### src/rtl/seq_tx_moore.sv
// seq_tx_moore: serial pattern transmitter.
// Captures a parallel pattern on a start request and shifts it out MSB-first,
// optionally repeating it with a one-cycle zero gap between frames, then
// pulses done. All outputs are registers loaded with the Moore output of the
// state being entered, so nothing combinational reaches the pins from inputs.
module seq_tx_moore #(
  parameter int WIDTH = 8,
  parameter int REP_W = 4
) (
  input  logic             clk,
  input  logic             reset,
  input  logic             start,
  input  logic [WIDTH-1:0] pattern,
  input  logic [REP_W-1:0] repeat_cnt,
  output logic             d_out,
  output logic             frame,
  output logic             busy,
  output logic             done
);

  localparam int CW = $clog2(WIDTH);

  typedef enum logic [1:0] {
    IDLE  = 2'd0,
    SHIFT = 2'd1,
    GAP   = 2'd2,
    DONE  = 2'd3
  } state_t;

  state_t           state, state_n;
  logic [WIDTH-1:0] shreg, shreg_n;   // bits still to go; MSB is on the line
  logic [WIDTH-1:0] pat, pat_n;       // private copy reloaded for each repeat
  logic [CW-1:0]    bitcnt, bitcnt_n; // bits remaining after the one on the line
  logic [REP_W-1:0] rep, rep_n;       // frames remaining after the current one
  logic             d_out_n, frame_n, busy_n, done_n;

  // Next-state, datapath and next-output logic.
  // NOTE: every signal gets a default before the case so no path leaves one
  // unassigned; an unassigned path would infer a latch.
  always_comb begin
    state_n  = state;
    shreg_n  = shreg;
    pat_n    = pat;
    bitcnt_n = bitcnt;
    rep_n    = rep;
    d_out_n  = 1'b0;
    frame_n  = 1'b0;
    busy_n   = 1'b0;
    done_n   = 1'b0;

    case (state)
      IDLE: begin
        if (start) begin
          pat_n    = pattern;
          shreg_n  = pattern;
          rep_n    = repeat_cnt;
          bitcnt_n = CW'(WIDTH - 1);
          state_n  = SHIFT;
          d_out_n  = pattern[WIDTH-1];
          frame_n  = 1'b1;
          busy_n   = 1'b1;
        end
      end

      SHIFT: begin
        if (bitcnt != '0) begin
          shreg_n  = shreg << 1;
          bitcnt_n = bitcnt - CW'(1);
          d_out_n  = shreg[WIDTH-2];
          frame_n  = 1'b1;
          busy_n   = 1'b1;
        end else if (rep != '0) begin
          // Decrement only when non-zero, so the maximum count never wraps.
          rep_n   = rep - REP_W'(1);
          state_n = GAP;
          busy_n  = 1'b1;
        end else begin
          state_n = DONE;
          busy_n  = 1'b1;
          done_n  = 1'b1;
        end
      end

      GAP: begin
        shreg_n  = pat;
        bitcnt_n = CW'(WIDTH - 1);
        state_n  = SHIFT;
        d_out_n  = pat[WIDTH-1];
        frame_n  = 1'b1;
        busy_n   = 1'b1;
      end

      DONE: begin
        state_n = IDLE;
      end

      default: begin
        state_n = IDLE;
      end
    endcase
  end

  // State, datapath and output registers with synchronous active-low reset.
  // NOTE: sequential state uses non-blocking assignments so every register
  // samples the pre-edge values regardless of statement order.
  // NOTE: the datapath registers are reset too, so an interrupted frame leaves
  // no stale bits or counts behind.
  always_ff @(posedge clk) begin
    if (!reset) begin
      state  <= IDLE;
      shreg  <= '0;
      pat    <= '0;
      bitcnt <= '0;
      rep    <= '0;
      d_out  <= 1'b0;
      frame  <= 1'b0;
      busy   <= 1'b0;
      done   <= 1'b0;
    end else begin
      state  <= state_n;
      shreg  <= shreg_n;
      pat    <= pat_n;
      bitcnt <= bitcnt_n;
      rep    <= rep_n;
      d_out  <= d_out_n;
      frame  <= frame_n;
      busy   <= busy_n;
      done   <= done_n;
    end
  end

endmodule
### config.mk
export PLATFORM = sky130hd
export DESIGN_NAME = seq_tx_moore
export DESIGN_NICKNAME = d
export VERILOG_FILES = /design/src/rtl/seq_tx_moore.sv
export SDC_FILE = /design/constraint.sdc
export NUM_CORES = 1
export LEC_CHECK = 0
export ABC_CLOCK_PERIOD_IN_PS = 4000
export BUFFER_PORTS_ARGS = -buffer_cell sky130_fd_sc_hd__clkbuf_2
export CORE_ASPECT_RATIO = 0.75
export CORE_UTILIZATION = 45
export CTS_BUF_LIST = sky130_fd_sc_hd__clkbuf_4
export DETAILED_ROUTE_END_ITERATION = 16
export GPL_ROUTABILITY_DRIVEN = 0
export PLACE_DENSITY_LB_ADDON = 0.3
export SYNTH_ARGS = -nofsm -noshare
export SYNTH_HDL_FRONTEND = slang
export SYNTH_SLANG_ARGS = --single-unit
### constraint.sdc
create_clock -name clk -period 4 [get_ports clk]
set_clock_uncertainty 0.15 [all_clocks]
set_input_delay 0.4 -clock clk [delete_from_list [all_inputs] [get_ports clk]]
set_output_delay 0.4 -clock clk [all_outputs]
set_load 0.005 [all_outputs]
==> metrics list <==
- The flow ran to the end, and the final reports show no timing, DRC or antenna violations.
- Flops & latches, synth: 28
- Post-route DRC: 0
- For this design the ratio of total power to cell area is 773 nW/um^2.
- After detailed routing, the total wire length is 3040 um.
- Timing would allow up to 426 MHz.
* CP Capture Type: flip-flop
- The synthesized netlist occupies a cell area of 1400 sq um.
- Leaving out filler cells and counting taps, the final layout contains 221.
- Of the cells placed in the final design, the portion with a size suffix greater than 1 is 15.3%.
- Ranked by total cell area, the synthesized netlist is headed by sky130_fd_sc_hd__dfxtp_1 40%, sky130_fd_sc_hd__ha_1 7.1%, sky130_fd_sc_hd__nand2_1 6.7%, sky130_fd_sc_hd__a21oi_1 6.4%, sky130_fd_sc_hd__nor2_1 5.6%.
- Post-place setup slack: 1.71 ns
- Vertical die dimension: 50.3 um
- Dividing the final minimum period by the clock period gives 58.7%.
- Buffers added to address setup during post-CTS repair amount to 0.
- Sequential cell area fraction in the yosys report: 40.0%
- For this configuration, the core starts out at a cell density of 47.4%.
* Buffer depth of the longest clock path: 2
- The repair_antennas step left the layout with diodes totalling 0.
- Die area: 3340 sq um
* Violation count after the first detailed-routing iteration: 55
* Slowest-stage cell, CP: sky130_fd_sc_hd__ha_1
- Setup repair after global routing left no endpoint under its margin.
* Area share of the largest cell type after synthesis: 40.0%
- For met3 alone, demand over resource in global routing was 5.00%.
- Wirelength per Cell: 13.7 um
- Count of synthesis-stage warnings from yosys: 0
- Across the run, the number of max-cap violations was 0.
- DRT Pass-1 Iters: 4
- Number of standard cells after synthesis: 169
- Setup Viol. Count Final: 0
* Overall global routing resource usage: 20.5%
- TritonCTS built the clock tree.
* Distinct cells, synth: 35
- Root cell of the clock tree: sky130_fd_sc_hd__clkbuf_4
- Core area: 2960 sq um
* Via count of the first global-routing pass: 1,166
* Synthesis-to-finish area growth: 9.03%
- Averaged over all synthesized cells, the footprint is 8.28 sq um.
- In this run the worst hold path is classified as input pin to flip-flop.
- Number of nets in the final layout: 208
* Count of buffering cells on the critical path with inverters included: 2
- Of all nets on the critical path, the largest fanout is 18.
- Boundary pin count: 19
* CP top delay family: adder cells
- Total congestion overflow: 0
- Number of nets in the synthesized netlist: 192
- Req. time, crit path: 4.08 ns
- Initial antenna violation count: 0
- The layer flagged by global routing as most heavily used is met2.
- For this design the static power due to leakage is 0.641 nW.
- For the final routed database, the setup TNS stands at 0 ns.
- Sorting the synthesized cells by how often they occur yields 28 x sky130_fd_sc_hd__dfxtp_1, 25 x sky130_fd_sc_hd__nand2_1, 21 x sky130_fd_sc_hd__nor2_1.
* Max incr delay on CP: 0.58 ns
- The first global-routing pass estimated 5220 um of wire.
* Final count of pins violating max slew: 0
- Clock latency on the worst-skew pair: 0.32 ns
- The count of nets left with antenna violations once routing finished came out at 0.
* Final-layout fill cell count: 273
- In the global route stage, met2 resource usage came out at 34.5%.
- Total number of vias: 1,243
- The synthesized design spends more area on one cell type than any other, namely sky130_fd_sc_hd__dfxtp_1.
- Post-CTS sizing: 0
- Number of enable flip-flop cells after synthesis: 0
- Clock Pin Slew Worst Setup and Hold Paths: 0.15 ns
- CP dominant cell by count: sky130_fd_sc_hd__inv_1
- Entering global routing, the biggest net connects 24 pins.
* Deepest level of the CTS H-tree: 1
- # placed instances: 218
- The critical path is of the flip-flop to flip-flop type.
- The worst pin sits at a relative slew slack of 50.1%.
- Transition time at the pin with the least slew margin: 0.748 ns
- The initialized floorplan defines 17 standard-cell rows.
* # port buffers: 18
- Via-to-Cell Ratio: 5.62
- The multi-input combinational cells in the finished layout cover a total of 768 sq um.
- Clk sink count: 28
* Total area of sequential cells: 561 sq um
- The signal on the critical path passes through inv_1, ha_1, inv_1, nor2_1, a21oi_1, o221a_2.
- Final critical-path required period: 2.35 ns
- The number of hold-slack violations in the final timing report is 0.
* Critical Path Start Type: flip-flop
- After layout, the worst setup slack is 1.65 ns.
- In the synthesized netlist the async set-or-reset flop fraction comes to 0%.
- In the global route stage, met1 resource usage came out at 27.4%.
- Arrival @ worst endpoint: 2.43 ns
* Horizontal extent of the die: 66.4 um
* Hold bufs inserted after CTS: 0
* Detailed Place HPWL: 2200 um
- The most used flip-flop cell after synthesis is sky130_fd_sc_hd__dfxtp_1.
* Peak supply drop: 0.380 mV
- Library cell with the highest instance count after synthesis: sky130_fd_sc_hd__dfxtp_1
* Total CTS buffers: 3
[final timing paths]
kind,start,cells after the start,endpoint,slack (ns)
worst max-delay path,state[1]$_SDFFE_PN0P_,6,rep[0]$_SDFFE_PN0P_,1.65
worst min-delay path,pattern[1],3,pat[1]$_SDFFE_PN0P_,0.14
worst min register to register,pat[4]$_SDFFE_PN0P_,2,pat[4]$_SDFFE_PN0P_,0.32
worst max register to register,state[1]$_SDFFE_PN0P_,6,rep[0]$_SDFFE_PN0P_,1.65
[report_power, final]
| group | total (mW) | switching, mW | leakage (nW) | internal (mW) |
|---|---|---|---|---|
| Combinational | 0.652 | 0.388 | 0.396 | 0.264 |
| Sequential | 0.416 | 0.0539 | 0.231 | 0.362 |
| Clock | 0.112 | 0.0766 | 0.0138 | 0.0352 |
[per-stage QoR]
step | area, sq um | utilization (%) | power [mW] | hold WS, ns
finish | 1530 | 51.6 | 1.18 | 0.143
global route | 1530 | 51.6 | 1.29 | 0.145
CTS | 1530 | 51.6 | 1.18 | 0.127
detailed placement | 1500 | 50.9 | 1.06 | 0.308
global placement | 1500 | 50.9 | 1.04 | 0.298
floorplan | 1400 | - | 0.925 | 0.286
[tightest hold or removal path, stage by stage]
cell,delay [ns]
sky130_fd_sc_hd__clkbuf_2,0.09
sky130_fd_sc_hd__nand2_1,0.05
sky130_fd_sc_hd__a21oi_1,0.05
[flip-flops by register name, summed over array words and instances, names as in the netlist]
| signal | count |
|---|---|
| pat | 8 |
| shreg | 7 |
| rep | 4 |
| bitcnt | 3 |
| state | 2 |
| busy | 1 |
| d_out | 1 |
| done | 1 |
| frame | 1 |
[cell usage in the layout, fill, tap and decap left out, types with 2 or more instances in the layout]
master and count:
sky130_fd_sc_hd__nand2_1 25, sky130_fd_sc_hd__ha_1 8, sky130_fd_sc_hd__a21oi_1 18, sky130_fd_sc_hd__a31oi_1 2, sky130_fd_sc_hd__dfxtp_1 28, sky130_fd_sc_hd__mux2i_1 6
sky130_fd_sc_hd__nand2b_1 2, sky130_fd_sc_hd__nor3_1 3, sky130_fd_sc_hd__inv_1 8, sky130_fd_sc_hd__clkbuf_4 3, sky130_fd_sc_hd__nand3_1 3, sky130_fd_sc_hd__a211oi_1 3
sky130_fd_sc_hd__clkbuf_2 18, sky130_fd_sc_hd__a211o_1 2, sky130_fd_sc_hd__and3_1 2, sky130_fd_sc_hd__o21ai_0 7, sky130_fd_sc_hd__a22oi_1 6, sky130_fd_sc_hd__o31a_1 2
sky130_fd_sc_hd__nor2_1 21
[final cells by class]
type | instances | share of cell area (%)
repair buffers | 19 | 6.39
flip-flops and latches | 28 | 36.7
multi-input cells | 125 | 50.3
clock buffers | 3 | 1.48
well taps | 38 | 3.11
inverters | 8 | 1.97
[per-layer routing]
metal	vias to the layer above	part of all wire, %
met1	592	48
met3	2	4.6
met5	-	0
li1	620	-
met4	0	0.39
met2	29	47
[cell families after synthesis]
group / Yosys count / share of synthesized area [%]
adders and majority gates: 8 / 7.15
AOI/OAI and AO/OA: 46 / 21.7
muxes: 6 / 4.29
buffers and inverters: 16 / 5.09
DFF: 28 / 40.0
and+or+nand+nor: 65 / 21.7
Power figures use the tool's default switching activity.
